## src/rtl/seg_pkg.sv

```systemverilog
// Shared definitions for the seven-segment scan path: active-low digit
// patterns, the scan FSM state type and the invalid-digit code.
package seg_pkg;

   localparam logic [6:0] SEG_0 = 7'b0000001;
   localparam logic [6:0] SEG_1 = 7'b1001111;
   localparam logic [6:0] SEG_2 = 7'b0010010;
   localparam logic [6:0] SEG_3 = 7'b0000110;
   localparam logic [6:0] SEG_4 = 7'b1001100;
   localparam logic [6:0] SEG_5 = 7'b0100100;
   localparam logic [6:0] SEG_6 = 7'b0100000;
   localparam logic [6:0] SEG_7 = 7'b0001111;
   localparam logic [6:0] SEG_8 = 7'b0000000;
   localparam logic [6:0] SEG_9 = 7'b0001100;

   localparam logic [3:0] DIGIT_INVALID = 4'hF;

   typedef enum logic [1:0] {
      ST_WAIT,
      ST_SETTLE,
      ST_HOLD
   } scan_state_t;

endpackage

```

## src/rtl/seg2bin.sv

```systemverilog
// Combinational decoder from an active-low {a..g} pattern back to a BCD digit;
// anything that is not one of the ten digit glyphs is flagged as an error.
module seg2bin
   import seg_pkg::*;
(
   input  logic [6:0] seg,
   output logic [3:0] digit,
   output logic       err
);

   always_comb begin
      digit = DIGIT_INVALID;
      err   = 1'b1;
      case (seg)
         SEG_0: begin digit = 4'd0; err = 1'b0; end
         SEG_1: begin digit = 4'd1; err = 1'b0; end
         SEG_2: begin digit = 4'd2; err = 1'b0; end
         SEG_3: begin digit = 4'd3; err = 1'b0; end
         SEG_4: begin digit = 4'd4; err = 1'b0; end
         SEG_5: begin digit = 4'd5; err = 1'b0; end
         SEG_6: begin digit = 4'd6; err = 1'b0; end
         SEG_7: begin digit = 4'd7; err = 1'b0; end
         SEG_8: begin digit = 4'd8; err = 1'b0; end
         SEG_9: begin digit = 4'd9; err = 1'b0; end
         default: ;
      endcase
   end

endmodule

```

## src/rtl/seg_scan_decoder.sv

```systemverilog
// Recovers a 4-digit BCD value from a multiplexed active-low anode/segment bus,
// publishing a frame only after it has repeated unchanged FRAMES_STABLE times.
module seg_scan_decoder
   import seg_pkg::*;
#(
   parameter int SETTLE        = 4,
   parameter int FRAMES_STABLE = 2
)(
   input  logic        clk,
   input  logic        rst,
   input  logic [3:0]  an,
   input  logic [6:0]  seg,
   output logic [15:0] bcd,
   output logic        valid,
   output logic        err,
   output logic [3:0]  digit_err
);

   localparam int CW = $clog2(SETTLE + 1);
   localparam int SW = $clog2(FRAMES_STABLE + 1);
   localparam logic [CW-1:0] SETTLE_C = CW'(SETTLE);
   localparam logic [SW-1:0] STABLE_C = SW'(FRAMES_STABLE);

   logic [3:0]    an_meta, an_sync;
   logic [6:0]    seg_meta, seg_sync;
   logic          an_onehot;
   logic [1:0]    an_idx;
   logic [3:0]    dec_digit;
   logic          dec_err;

   scan_state_t   state;
   logic [3:0]    cur_an;
   logic [CW-1:0] cnt;
   logic [3:0]    filled;
   logic [15:0]   slot_val;
   logic [3:0]    slot_err;
   logic          frame_done;

   logic [15:0]   prev_frame;
   logic [SW-1:0] stable_cnt, stable_next;
   logic          published;

   // Sync flops reset to the blanked (all-high) bus so the FSM starts in WAIT
   always_ff @(posedge clk) begin
      if (rst) begin
         an_meta  <= '1;
         an_sync  <= '1;
         seg_meta <= '1;
         seg_sync <= '1;
      end else begin
         an_meta  <= an;
         an_sync  <= an_meta;
         seg_meta <= seg;
         seg_sync <= seg_meta;
      end
   end

   always_comb begin
      an_onehot = 1'b1;
      an_idx    = 2'd0;
      case (an_sync)
         4'b1110: an_idx = 2'd0;
         4'b1101: an_idx = 2'd1;
         4'b1011: an_idx = 2'd2;
         4'b0111: an_idx = 2'd3;
         default: an_onehot = 1'b0;
      endcase
   end

   seg2bin u_seg2bin (
      .seg   (seg_sync),
      .digit (dec_digit),
      .err   (dec_err)
   );

   assign frame_done = (filled == 4'hF);

   // Scan FSM; also owns the slot registers so the filled mask has one driver
   always_ff @(posedge clk) begin
      if (rst) begin
         state    <= ST_WAIT;
         cur_an   <= '1;
         cnt      <= '0;
         filled   <= '0;
         slot_val <= '0;
         slot_err <= '0;
      end else begin
         if (frame_done)
            filled <= '0;
         case (state)
            ST_WAIT: begin
               if (an_onehot) begin
                  state  <= ST_SETTLE;
                  cur_an <= an_sync;
                  cnt    <= CW'(1);
               end
            end
            ST_SETTLE: begin
               if (!an_onehot) begin
                  state <= ST_WAIT;
               end else if (an_sync != cur_an) begin
                  cur_an <= an_sync;
                  cnt    <= CW'(1);
               end else if (cnt == SETTLE_C) begin
                  slot_val[{an_idx, 2'b00} +: 4] <= dec_digit;
                  slot_err[an_idx]               <= dec_err;
                  filled[an_idx]                 <= 1'b1;
                  state                          <= ST_HOLD;
               end else begin
                  cnt <= cnt + CW'(1);
               end
            end
            ST_HOLD: begin
               if (!an_onehot) begin
                  state <= ST_WAIT;
               end else if (an_sync != cur_an) begin
                  state  <= ST_SETTLE;
                  cur_an <= an_sync;
                  cnt    <= CW'(1);
               end
            end
            default: state <= ST_WAIT;
         endcase
      end
   end

   always_comb begin
      stable_next = SW'(1);
      if (slot_val == prev_frame)
         stable_next = (stable_cnt == STABLE_C) ? stable_cnt : stable_cnt + SW'(1);
   end

   // Frame evaluation runs in the cycle after the last slot fills
   always_ff @(posedge clk) begin
      if (rst) begin
         bcd        <= '0;
         valid      <= 1'b0;
         err        <= 1'b0;
         digit_err  <= '0;
         prev_frame <= '0;
         stable_cnt <= '0;
         published  <= 1'b0;
      end else begin
         valid <= 1'b0;
         err   <= 1'b0;
         if (frame_done) begin
            digit_err <= slot_err;
            if (|slot_err) begin
               err        <= 1'b1;
               stable_cnt <= '0;
            end else begin
               stable_cnt <= stable_next;
               prev_frame <= slot_val;
               if (stable_next == STABLE_C && (slot_val != bcd || !published)) begin
                  bcd       <= slot_val;
                  valid     <= 1'b1;
                  published <= 1'b1;
               end
            end
         end
      end
   end

endmodule

```

## config.mk

```make
export PLATFORM = sky130hd
export DESIGN_NAME = seg_scan_decoder
export DESIGN_NICKNAME = d
export VERILOG_FILES = /design/src/rtl/seg_pkg.sv /design/src/rtl/seg2bin.sv /design/src/rtl/seg_scan_decoder.sv
export SDC_FILE = /design/constraint.sdc
export NUM_CORES = 1
export LEC_CHECK = 0
export BUFFER_PORTS_ARGS = -buffer_cell sky130_fd_sc_hd__buf_4
export CORE_MARGIN = 2
export CORE_UTILIZATION = 57
export DETAILED_ROUTE_END_ITERATION = 6
export GPL_TIMING_DRIVEN = 0
export PLACE_DENSITY = 0.79
export SLEW_MARGIN = 10
export SYNTH_ARGS = -nofsm -noshare
export SYNTH_HDL_FRONTEND = slang
export SYNTH_SLANG_ARGS = --single-unit
```

## constraint.sdc

```tcl
create_clock -name clk -period 4.3 [get_ports clk]
set_input_delay 0 -clock clk [delete_from_list [all_inputs] [get_ports clk]]
set_output_delay 0 -clock clk [all_outputs]
set_load 0.05 [all_outputs]
```

# --- After elaboration in Yosys (flattened, before gate mapping) ---
# Cells that the tools add are included.
op_classes:
  order_cmp: 2
  shift: 2
  n_eq_ne: 32
  n_addsub: 3
  n_mux: 37
  n_reduce_logical: 20
  bitwise: 4
op_table:
  columns: ["op", "n"]
  rows:
  - ["case mux 4 bit (10 select lines)", 1]
  - ["two-way mux 4 bit", 9]
  - ["two-way mux 2 bit", 9]
  - ["two-way mux 3 bit", 6]
  - ["bitwise mux 16 bit", 1]
  - ["equality test 16 bit", 1]
  - ["equality test 4 bit (second input constant)", 4]
  - ["inequality test 16 bit", 1]
  - ["variable shift 4 x 6 -> 16 bit (first input constant)", 1]
  - ["variable part select 4 x 6 -> 16 bit", 1]
  - ["equality test 7 x 4 -> 1 bit (second input constant)", 2]
  - ["equality test 7 x 6 -> 1 bit (second input constant)", 2]
  - ["equality test 7 bit (second input constant)", 2]
  - ["inequality test 3 bit (second input constant)", 4]
  - ["case mux 2 bit (3 select lines)", 2]
  - ["AND reduction 4 bit", 3]
  - ["OR reduction 10 bit", 1]
  - ["case mux 3 bit (3 select lines)", 1]
  - ["inequality test 2 bit (second input constant)", 4]
  - ["case mux 4 bit (2 select lines)", 1]
  - ["OR reduction 4 bit", 2]
  - ["equality test 7 x 1 -> 1 bit (second input constant)", 1]
  - ["equality test 7 x 3 -> 1 bit (second input constant)", 1]
  - ["equality test 7 x 5 -> 1 bit (second input constant)", 1]
  - ["28 further kinds", 39]
totals:
  output_inout_bits: 22
  input_bits: 13
  word_cells: 117
  regBits: 96

# --- Logic depth before layout (Yosys ltp) ---
# Gate-level depths: netlist of run 1.
logic_depth:
  depth_word: 11
  depth_mapped: 10
  ltp_nobuf: 9

# --- Cells and area by module ---
# From an unflattened synthesis of run 1, not the netlist that was laid out.
hier_totals:
  hier_cells: 503
  area_unflattened_um2: 4554.4
by_module_without_submodules:
  columns: ["mod", "cells_each", "instances", "area_per_inst_um2"]
  rows:
  - ["seg_scan_decoder", 467, 1, 4309.1]
  - ["seg2bin", 36, 1, 245.2]

# --- Least setup slack after synthesis of run 1 ---
# No wires, ideal clock.
synth_timing:
  path_kind: "register -> register"
  from: "register bcd[5]"
  to: "register bcd[9]"
  period_less_slack_ns: 2.010
  n_path_buf: 2
  slack_ns: 2.290
  t_arrival_ns: 1.883
  path_stages_with_launch: 9
  required_ns: 4.172
  path_cell_list: "dfxtp_1 xor2_1 nor4_1 nand4_1 o211ai_1 buf_4 buf_6 mux2i_1 nor2_1"
synth_between:
  elab_chain_cells: 4
synth_rtl:
  columns: ["element", "line_no", "text"]
  rows:
  - ["start: declaration", "seg_scan_decoder.sv:13", "output logic [15:0] bcd,"]
  - ["start signal: assignment", "seg_scan_decoder.sv:155", "bcd <= slot_val;"]
  - ["inequality test 16 bit", "seg_scan_decoder.sv:154", "if (stable_next == STABLE_C && (slot_val != bcd || !published)) begin"]
  - ["logical OR 1 bit", "seg_scan_decoder.sv:154", null]
  - ["logical AND 1 bit", "seg_scan_decoder.sv:154", null]
  - ["AND reduction 3 bit (no source line)", null, null]
# Every way passes these cells.
# A chain may end at the register's enable or synchronous reset.

# --- Final worst setup path of run 1 ---
layout_timing:
  from: "register an_sync[3]"
  to: "register slot_val[13]"
layout_between:
  elab_chain_cells: 5
layout_rtl:
  columns: ["element", "line_no", "text"]
  rows:
  - ["start: declaration", "seg_scan_decoder.sv:24", "logic [3:0] an_meta, an_sync;"]
  - ["start signal: assignment", "seg_scan_decoder.sv:52", "an_sync <= an_meta;"]
  - ["equality test 4 x 3 -> 1 bit / equality test 4 bit (equally long branches)", "seg_scan_decoder.sv:61", "case (an_sync)"]
  - ["case mux 2 bit (3 select lines)", "seg_scan_decoder.sv:61", null]
  - ["negation 4 -> 6 bit", "seg_scan_decoder.sv:105", "slot_val[{an_idx, 2'b00} +: 4] <= dec_digit;"]
  - ["variable part select 4 x 6 -> 16 bit / variable shift 4 x 6 -> 16 bit (equally long branches)", "seg_scan_decoder.sv:105", null]
  - ["bitwise mux 16 bit", "seg_scan_decoder.sv:105", null]
  - ["end signal: indexed assignment", "seg_scan_decoder.sv:105", null]
  - ["end: declaration", "seg_scan_decoder.sv:35", "logic [15:0] slot_val;"]
# Several ways; a longest one is shown, not always the timed one.

==> insert_results.sql, run 1 <==
INSERT INTO impl_metrics (metric_group, metric, value, unit) VALUES
('placement', 'routabilityCongestion', '0.859', ''),
('global_route', 'number_of_antenna_violations_at_the_first_check_in_global_routing', '0', ''),
('layout', 'final_cell_area', '4940', 'µm²'),
('placement', 'dp_hpwl', '6320', 'µm'),
('routing', 'dr.first_iter.drc_count', '136', ''),
('power', 'max-vdd-ir-drop', '0.213', 'mV'),
('floorplan', 'ioPinCount', '35', ''),
('global_route', 'grt_max_degree', '17', ''),
('timing', 'timing.final.max_slew_violations', '0', ''),
('critical_path', 'critical_path_arrival', '2.62', 'ns'),
('timing', 'timing.hold.ws', '0.233', 'ns'),
('placement', 'place_area', '4640', 'µm²'),
('synth', 'synth_largest_area_cell', 'dfxtp_1', ''),
('global_route', 'groute.usage.overall', '0.219', ''),
('clock_tree', 'clock_latency_on_the_worst_skew_pair', '0.37', 'ns'),
('critical_path', 'worst_ep_required_time', '4.60', 'ns'),
('synth', 'synthesis.nets', '500', ''),
('critical_path', 'crit_path_start_kind', 'flip-flop', ''),
('clock_tree', 'clock-root-buffer', 'clkbuf_8', ''),
('global_route', 'grt_pass1_vias', '3195', ''),
('run', 'max-cap-violations', '0', ''),
('synth', 'postSynthCellCount', '473', ''),
('power', 'seq_power_share', '0.561', ''),
('synth', 'ys_top_cells_by_count', 'dfxtp_1 (96), nand2_1 (58), nor2_1 (53)', ''),
('timing', 'transition_time_of_the_tightest_slew_check_pin', '0.587', 'ns'),
('synth', 'ys_seq_area_frac', '0.451', ''),
('synth', 'synthesis.area', '4260', 'µm²'),
('clock_tree', 'cts_buffer_depth', '2', ''),
('timing', 'setup-violations-final', '0', ''),
('power', 'internal_power', '1240', 'µW'),
('synth', 'synth_area_per_cell', '9.01', 'µm²'),
('routing', 'first_pass_iters', '5', ''),
('synth', 'synth_async_sr_flop_share', '0', ''),
('synth', 'synthMostInstantiatedCell', 'dfxtp_1', ''),
('power', 'power.share.clock', '0.359', ''),
('critical_path', 'critical_path.max_fanout', '9', ''),
('synth', 'yosys_warnings', '0', ''),
('floorplan', 'die_h', '90.5', 'µm'),
('global_route', 'grt.overflow.total', '0', ''),
('timing', 'max_freq', '430', 'MHz'),
('routing', 'drcViolationCount', '0', ''),
('routing', 'ant_nets', '0', ''),
('layout', 'syn2layout_area_growth', '15.9', '%'),
('timing', 'rsz0062_at_grt', 'false', ''),
('clock_tree', 'post_cts_resize_count', '0', ''),
('clock_tree', 'clk_pin_slew', '0.09', 'ns'),
('clock_tree', 'cts_made_buffers', '9', ''),
('timing', 'finClkSkew', '0.0143', 'ns'),
('synth', 'synth-seq-cells', '96', ''),
('floorplan', 'rows', '31', ''),
('synth', 'post_synth_edffs', '0', ''),
('timing', 'period_share', '0.541', ''),
('global_route', 'global_route_wire_length_before_repair', '14500', 'µm'),
('clock_tree', 'max_h_tree_level', '3', ''),
('synth', 'synth_flop_cell', 'dfxtp_1', ''),
('layout', 'layout-drive-gt1-share', '0.161', ''),
('clock_tree', 'post_cts_setup_repair_buffer_count', '0', ''),
('floorplan', 'die_w', '90.5', 'µm'),
('timing', 'final_hold_viol_count', '0', ''),
('synth', 'ys_top_cells_by_area', 'dfxtp_1 (45%), nand2_1 (5.1%), mux2i_1 (4.7%)', ''),
('run_status', 'outcome', 'finished clean', ''),
('routing', 'wl_per_cell', '13.8', 'µm'),
('power', 'switching_share', '0.244', ''),
('timing', 'layout_min_cycle_time', '2.33', 'ns'),
('floorplan', 'start_util', '0.588', ''),
('power', 'totalPowerFinal', '1630', 'µW'),
('placement', 'placement.io_buffers', '33', ''),
('layout', 'finish.net_count', '555', ''),
('layout', 'diodes', '0', ''),
('floorplan', 'floorplan.die_area', '8190', 'µm²'),
('clock_tree', 'cts_tree', 'yes', '');
sequential cells by signal (all words and copies together), names as in the netlist:
register	count
an_meta	4
an_sync	4
bcd	16
cnt	3
cur_an	4
digit_err	4
err	1
filled	4
prev_frame	16
published	1
seg_meta	7
seg_sync	7
slot_err	4
slot_val	16
stable_cnt	2
state	2
valid	1
kinds of logic after synthesis:
| kind of cell | after synthesis | share of synthesized area |
|---|---|---|
| AND/OR/NAND/NOR | 193 | 0.229 |
| flip-flops | 96 | 0.451 |
| AO/OA/AOI/OAI | 69 | 0.106 |
| XOR/XNOR | 41 | 0.0842 |
| buffers and inverters | 39 | 0.0390 |
| multiplexers | 21 | 0.0496 |
| adder cells (fa/ha/maj) | 14 | 0.0411 |
placed cells by master (no fill, tap or decap), drive strengths merged, types with 6 or more instances in the layout:
cell type and n:
dlygate4sd3 11, nand4 6, clkbuf 27, dfxtp 96
nor2 53, xnor2 21, buf 41, a22oi 12
xor2 20, or2 22, o21ai 7, nor4 8
nand2 58, nor3 7, inv 14, mux2i 20
nand3 10, ha 14, a21oi 29
power groups by stage:
stage                     logic [µW]  clock network (µW)  registers [µW]
after floorplan                 93.1                   0             935
after global placement           118                   0             937
after detailed placement         122                   0             938
after CTS                        130                 596             917
after global routing             145                 633             920
final                            130                 587             917
final timing paths:
| path | from | endpoint | slack, ns | depth (start not counted) |
|---|---|---|---|---|
| setup / recovery | an_sync[3] | slot_val[13] | 1.97 | 10 |
| hold reg to reg | an_meta[2] | an_sync[2] | 0.41 | 1 |
| hold / removal | rst | slot_err[0] | 0.23 | 4 |
| setup reg to reg | an_sync[3] | slot_val[13] | 1.97 | 10 |
per-stage QoR:
step,util,setup slack [ns],instances
4_1_cts,0.682,2.00,632
3_3_place_gp,0.639,2.13,605
5_1_grt,0.682,1.72,632
6_report,0.682,1.97,632
2_1_floorplan,-,2.29,473
3_5_place_dp,0.639,2.02,605
critical path, cell delays in order (launching register included):
cell and delay, ns:
dfxtp_1 0.30, buf_2 0.15, xnor2_1 0.14, nor3_2 0.46
inv_1 0.18, ha_1 0.36, nor2_1 0.11, nand3_1 0.09
nor2_1 0.24, a22oi_1 0.11, nor2_1 0.12
cell type report:
cell class,instances,area (µm²),share of cell area
Inverter,14,52.6,0.0106
Buffer,25,114,0.0230
Clock inverter,6,70.1,0.0142
Multi-Input combinational cell,338,2180,0.440
Clock buffer,10,128,0.0258
Timing Repair Buffer,44,358,0.0724
Tap cell,99,124,0.0251
Sequential cell,96,1920,0.389
repair_timing:
action / in CTS / in global routing
hold endpoints to repair: 11 / 0
hold buffers: 11 / 0
setup endpoints to repair: 0 / 0
metal layers:
metal / routed length, µm / vias up / track usage
li1: - / 1717 / -
met1: 3860 / 1582 / 0.258
met2: 4370 / 80 / 0.389
met3: 343 / 15 / 0.0426
met4: 138 / 0 / 0.0885
met5: 0 / - / 0
Power figures use the tool's default switching activity.
==> inputs of run 2 (changes only) <==
--- a/config.mk
+++ b/config.mk
@@ -7,10 +7,10 @@
 export LEC_CHECK = 0
 export BUFFER_PORTS_ARGS = -buffer_cell sky130_fd_sc_hd__buf_4
 export CORE_MARGIN = 2
-export CORE_UTILIZATION = 57
+export CORE_UTILIZATION = 53
 export DETAILED_ROUTE_END_ITERATION = 6
 export GPL_TIMING_DRIVEN = 0
-export PLACE_DENSITY = 0.79
+export PLACE_DENSITY = 0.78
 export SLEW_MARGIN = 10
 export SYNTH_ARGS = -nofsm -noshare
 export SYNTH_HDL_FRONTEND = slang
==> constraint.sdc (replaced) <==
create_clock -name clk -period 2 [get_ports clk]
set_input_delay 0 -clock clk [delete_from_list [all_inputs] [get_ports clk]]
set_output_delay 0 -clock clk [all_outputs]
set_load 0.05 [all_outputs]
==> insert_results.sql, run 2 (same netlist as run 1, synthesis figures left out) <==
INSERT INTO impl_metrics (metric_group, metric, value, unit) VALUES
('run_status', 'outcome', 'finished clean', ''),
('global_route', 'global_route_wire_length_before_repair', '14900', 'µm'),
('floorplan', 'floorplan.die_area', '8780', 'µm²'),
('clock_tree', 'clock_latency_on_the_worst_skew_pair', '0.37', 'ns'),
('timing', 'max_freq', '519', 'MHz'),
('global_route', 'global_route.peak_usage_layer', 'met2', ''),
('timing', 'transition_time_of_the_tightest_slew_check_pin', '0.598', 'ns'),
('power', 'power_leakage', '0.00228', 'µW'),
('power', 'power.density', '668', 'nW/µm²'),
('timing', 'final_hold_viol_count', '0', ''),
('routing', 'dr.first_iter.drc_count', '165', ''),
('global_route', 'grt_max_degree', '17', ''),
('layout', 'fin_cells', '650', ''),
('routing', 'detailroute.via_count', '3482', ''),
('global_route', 'grt.overflow.total', '0', ''),
('placement', 'routabilityCongestion', '0.882', ''),
('layout', 'layout.cells.most_common', 'dfxtp_1', ''),
('placement', 'dp_cells', '608', ''),
('clock_tree', 'clock-root-buffer', 'clkbuf_8', ''),
('floorplan', 'ioPinCount', '35', ''),
('worst_hold_path', 'holdCritPathClass', 'input pin to flip-flop', ''),
('routing', 'drcViolationCount', '0', ''),
('floorplan', 'die_h', '93.7', 'µm'),
('timing', 'layout_min_cycle_time', '1.93', 'ns'),
('clock_tree', 'cts_made_buffers', '9', ''),
('layout', 'commonest_cells_after_routing_fill_and_taps_aside', 'dfxtp_1 (75), nand2_1 (57), nor2_1 (52)', ''),
('timing', 'setup-violations-final', '0', ''),
('critical_path', 'end_kind', 'flip-flop', ''),
('critical_path', 'crit_path_start_kind', 'flip-flop', ''),
('placement', 'dp_hpwl', '6360', 'µm'),
('placement', 'placement.io_buffers', '33', ''),
('floorplan', 'start_util', '0.549', ''),
('global_route', 'grt_pass1_vias', '3251', ''),
('floorplan', 'floorplan.core_area', '7770', 'µm²'),
('worst_hold_path', 'hp-start', 'rst', ''),
('floorplan', 'rows', '32', ''),
('critical_path', 'critical_path.max_fanout', '5', ''),
('timing', 'timing.final.max_slew_violations', '0', ''),
('routing', 'avgViaCountPerCell', '5.36', ''),
('global_route', 'met1_track_demand_over_resource_in_global_routing', '0.245', ''),
('timing', 'timing.hold.ws', '0.241', 'ns'),
('clock_tree', 'clk_pin_slew', '0.10', 'ns'),
('timing', 'worst_slew_slack_as_a_fraction_of_its_limit', '0.601', ''),
('critical_path', 'crit_path_start', 'bcd[1]', ''),
('routing', 'drt-total-wl', '9120', 'µm'),
('routing', 'ant_nets', '0', ''),
('placement', 'place_area', '4640', 'µm²'),
('routing', 'wl_per_cell', '14.0', 'µm'),
('layout', 'layout_top_registers', 'bcd: 16 flops, prev_frame: 16 flops, slot_val: 16 flops', ''),
('run', 'max-cap-violations', '0', ''),
('critical_path', 'worst_r2r_startpoint', 'bcd[1]', ''),
('layout', 'final_core_utilization', '0.681', ''),
('clock_tree', 'cts_tree', 'yes', ''),
('global_route', 'number_of_antenna_violations_at_the_first_check_in_global_routing', '0', ''),
('layout', 'diodes', '0', ''),
('timing', 'rsz0062_at_grt', 'true', ''),
('timing', 'finClkSkew', '0.0123', 'ns'),
('power', 'totalPowerFinal', '3530', 'µW'),
('layout', 'layout-drive-gt1-share', '0.265', ''),
('layout', 'final_cell_area', '5290', 'µm²'),
('floorplan', 'die_w', '93.7', 'µm'),
('power', 'max-vdd-ir-drop', '0.600', 'mV'),
('critical_path', 'timing.setup.critical_path_class', 'flip-flop to flip-flop', ''),
('global_route', 'global_route_met3_utilization', '0.0482', ''),
('critical_path', 'critical_path_arrival', '2.18', 'ns'),
('clock_tree', 'cts_buffer_depth', '2', ''),
('global_route', 'met2_usage_grt', '0.390', ''),
('timing', 'period_share', '0.964', ''),
('layout', 'finish.net_count', '570', ''),
('critical_path', 'worst_ep_required_time', '2.25', 'ns'),
('routing', 'first_pass_iters', '5', ''),
('layout', 'syn2layout_area_growth', '24.0', '%'),
('clock_tree', 'max_h_tree_level', '3', ''),
('clock_tree', 'clock-sinks', '96', ''),
('global_route', 'groute.usage.overall', '0.214', '');
## run 2: cell type report
type / count / area, µm²
Fill cell: 582 / 2480
Multi-Input combinational cell: 338 / 2330
Sequential cell: 96 / 1960
Timing Repair Buffer: 61 / 507
Clock buffer: 11 / 151
Tap cell: 102 / 128
Buffer: 23 / 118
Inverter: 14 / 55.1
Clock inverter: 5 / 38.8
## run 2: path summary, 6_finish.rpt
kind	to	slack (ns)	cells after the start
worst max-delay path	bcd[14]	0.07	8
worst max register to register	bcd[14]	0.07	8
worst min register to register	seg_sync[6]	0.41	1
worst min-delay path	slot_err[3]	0.24	4
## run 2: layer usage
metal / part of all wire / up-vias
met3: 0.037 / 21
met2: 0.52 / 81
met1: 0.43 / 1635
met5: 0 / -
met4: 0.020 / 0
li1: - / 1745
## run 2: what timing repair did
item	in CTS	in global routing
pin swaps	5	21
setup endpoints to repair	35	42
cloned	0	1
setup buffers	6	10
resized for setup	10	47
hold buffers	11	0
hold endpoints to repair	11	0
## run 2: where the power goes
| part | switching (µW) | total (µW) | internal (µW) |
|---|---|---|---|
| Combinational | 177 | 343 | 166 |
| Clock | 692 | 1220 | 527 |
| Sequential | 27.9 | 1970 | 1940 |
## run 2: worst max-delay path: stages, from the launching register on
cell and delay (ns):
dfxtp_2 0.36, xor2_2 0.17, nor4_2 0.32, nand4_1 0.16, o211ai_1 0.20, buf_4 0.20
clkbuf_16 0.16, mux2i_1 0.18, nor2_1 0.05
## run 2: per-stage QoR
step	TNS [ns]	worst slack, ns
after floorplan	0	0.00306
after global placement	-2.87	-0.169
after detailed placement	-4.65	-0.244
after CTS	0	0.0182
after global routing	-0.296	-0.0360
final	0	0.0724
==> inputs of run 3 (changes only) <==
--- a/config.mk
+++ b/config.mk
@@ -6,11 +6,11 @@
 export NUM_CORES = 1
 export LEC_CHECK = 0
 export BUFFER_PORTS_ARGS = -buffer_cell sky130_fd_sc_hd__buf_4
-export CORE_MARGIN = 2
-export CORE_UTILIZATION = 53
+export CORE_UTILIZATION = 56
+export CTS_BUF_LIST = sky130_fd_sc_hd__clkbuf_4 sky130_fd_sc_hd__clkbuf_8
 export DETAILED_ROUTE_END_ITERATION = 6
 export GPL_TIMING_DRIVEN = 0
-export PLACE_DENSITY = 0.78
+export PLACE_DENSITY = 0.81
 export SLEW_MARGIN = 10
 export SYNTH_ARGS = -nofsm -noshare
 export SYNTH_HDL_FRONTEND = slang
==> insert_results.sql, run 3 (same netlist as run 1, synthesis figures left out) <==
INSERT INTO impl_metrics (metric_group, metric, value, unit) VALUES
('floorplan', 'floorplan.core_area', '7290', 'µm²'),
('clock_tree', 'max_h_tree_level', '3', ''),
('global_route', 'met1_track_demand_over_resource_in_global_routing', '0.275', ''),
('floorplan', 'rows', '31', ''),
('routing', 'ant_nets', '0', ''),
('layout', 'commonest_cells_after_routing_fill_and_taps_aside', 'dfxtp_1 (79), nand2_1 (58), buf_4 (57)', ''),
('timing', 'timing.final.max_slew_violations', '0', ''),
('routing', 'wl_per_cell', '14.7', 'µm'),
('layout', 'layout-drive-gt1-share', '0.254', ''),
('floorplan', 'start_util', '0.585', ''),
('clock_tree', 'cts_tree', 'yes', ''),
('global_route', 'global_route_wire_length_before_repair', '14400', 'µm'),
('power', 'power.density', '680', 'nW/µm²'),
('power', 'power_leakage', '0.00227', 'µW'),
('power', 'switching_share', '0.271', ''),
('routing', 'detailroute.via_count', '3562', ''),
('power', 'power.share.clock', '0.348', ''),
('layout', 'diodes', '0', ''),
('routing', 'drcViolationCount', '0', ''),
('critical_path', 'timing.setup.critical_path_class', 'flip-flop to flip-flop', ''),
('layout', 'layout.cells.most_common', 'dfxtp_1', ''),
('routing', 'dr.first_iter.drc_count', '166', ''),
('power', 'p_sw', '971', 'µW'),
('power', 'internal_power', '2610', 'µW'),
('placement', 'place_area', '4640', 'µm²'),
('run_status', 'outcome', 'finished clean', ''),
('routing', 'drt-total-wl', '9590', 'µm'),
('timing', 'layout_min_cycle_time', '1.95', 'ns'),
('timing', 'finClkSkew', '0.0112', 'ns'),
('timing', 'rsz0062_at_grt', 'true', ''),
('global_route', 'global_route_met3_utilization', '0.0443', ''),
('floorplan', 'die_w', '89.3', 'µm'),
('floorplan', 'die_h', '89.3', 'µm'),
('layout', 'finish.net_count', '574', ''),
('global_route', 'groute.usage.overall', '0.240', ''),
('layout', 'layout_top_registers', 'bcd: 16 flops, prev_frame: 16 flops, slot_val: 16 flops', ''),
('global_route', 'number_of_antenna_violations_at_the_first_check_in_global_routing', '0', ''),
('timing', 'setup-violations-final', '0', ''),
('global_route', 'global_route.peak_usage_layer', 'met2', ''),
('global_route', 'grt_pass1_vias', '3227', ''),
('critical_path', 'end_kind', 'flip-flop', ''),
('timing', 'max_freq', '512', 'MHz'),
('layout', 'final_cell_area', '5260', 'µm²'),
('global_route', 'grt.overflow.total', '0', ''),
('layout', 'syn2layout_area_growth', '23.3', '%'),
('power', 'combinationalPowerShare', '0.100', ''),
('critical_path', 'critical_path_arrival', '2.22', 'ns'),
('critical_path', 'critical_path.max_fanout', '8', ''),
('clock_tree', 'clk_pin_slew', '0.10', 'ns'),
('run', 'max-cap-violations', '0', ''),
('clock_tree', 'clock_latency_on_the_worst_skew_pair', '0.37', 'ns'),
('worst_hold_path', 'holdCritPathClass', 'input pin to flip-flop', ''),
('critical_path', 'worst_ep_required_time', '2.26', 'ns'),
('placement', 'placement.io_buffers', '33', ''),
('placement', 'dp_hpwl', '6270', 'µm'),
('clock_tree', 'cts_buffer_depth', '2', ''),
('floorplan', 'ioPinCount', '35', ''),
('floorplan', 'floorplan.die_area', '7970', 'µm²'),
('power', 'totalPowerFinal', '3580', 'µW'),
('power', 'max-vdd-ir-drop', '0.515', 'mV'),
('layout', 'layout.filler_cells', '533', ''),
('routing', 'avgViaCountPerCell', '5.47', ''),
('timing', 'transition_time_of_the_tightest_slew_check_pin', '0.665', 'ns'),
('power', 'seq_power_share', '0.552', ''),
('timing', 'period_share', '0.976', ''),
('global_route', 'grt_max_degree', '20', ''),
('placement', 'routabilityCongestion', '0.877', ''),
('critical_path', 'crit_path_start_kind', 'flip-flop', ''),
('clock_tree', 'clock-root-buffer', 'clkbuf_8', ''),
('clock_tree', 'clock-sinks', '96', ''),
('timing', 'final_hold_viol_count', '0', ''),
('clock_tree', 'cts_made_buffers', '9', ''),
('timing', 'worst_slew_slack_as_a_fraction_of_its_limit', '0.557', ''),
('routing', 'first_pass_iters', '4', ''),
('global_route', 'met2_usage_grt', '0.427', '');
run 3: cell count changes in the layout (fill, tap and decap cells not counted), sizes merged:
cell      before  now
inv           15   17
clkbuf        27   24
clkinvlp       1    2
clkinv         3    2
buf           57   62
run 3: worst paths after layout:
path / start / end / slack (ns) / cells after the start
max reg2reg: an_sync[2] / cur_an[1] / 0.05 / 7
min: rst / slot_err[3] / 0.22 / 4
min reg2reg: an_meta[0] / an_sync[0] / 0.42 / 1
max: an_sync[2] / cur_an[1] / 0.05 / 7
run 3: power groups by stage:
stage / Sequential, µW / Clock [µW] / Combinational (µW)
after CTS: 1970 / 1260 / 293
after detailed placement: 2020 / 0 / 261
after global routing: 1980 / 1350 / 388
final: 1980 / 1240 / 357
after global placement: 2010 / 0 / 252
after floorplan: 2010 / 0 / 200
run 3: metrics by stage:
step	instances	worst slack (ns)	util	setup TNS [ns]	hold slack, ns
3_3_place_gp	605	-0.222	0.636	-3.41	0.184
4_1_cts	636	0.00118	0.689	0	0.210
6_report	651	0.0476	0.721	0	0.221
2_1_floorplan	473	0.00306	-	0	0.104
5_1_grt	651	-0.0208	0.721	-0.0774	0.308
3_5_place_dp	605	-0.251	0.636	-4.16	0.187
run 3: area by class of cell:
class	instances	area (µm²)	area share
Multi-Input combinational cell	338	2310	0.439
Sequential cell	96	1950	0.371
Timing Repair Buffer	65	515	0.0980
Clock buffer	9	124	0.0236
Tap cell	99	124	0.0236
Buffer	23	109	0.0207
Clock inverter	7	71.3	0.0136
Inverter	14	55.1	0.0105
run 3: layer usage:
metal / up-vias / share of wire
met1: 1684 / 0.43
li1: 1753 / -
met5: - / 0
met4: 0 / 0.031
met3: 30 / 0.036
met2: 95 / 0.50
run 3: what timing repair did:
item                                    in CTS  in global routing
hold endpoints to repair                    11                  0
endpoints found under the setup margin      28                 39
pin swaps                                    5                 12
buffers inserted                             6                 15
resized for setup                            7                 37
hold buffers                                11                  0
run 3: worst max-delay path: stages (launching register included):
cell      delay (ns)
dfxtp_4         0.38
buf_4           0.14
xor2_2          0.19
nand3_4         0.14
or2b_4          0.26
o211ai_1        0.24
buf_4           0.23
a211o_1         0.27
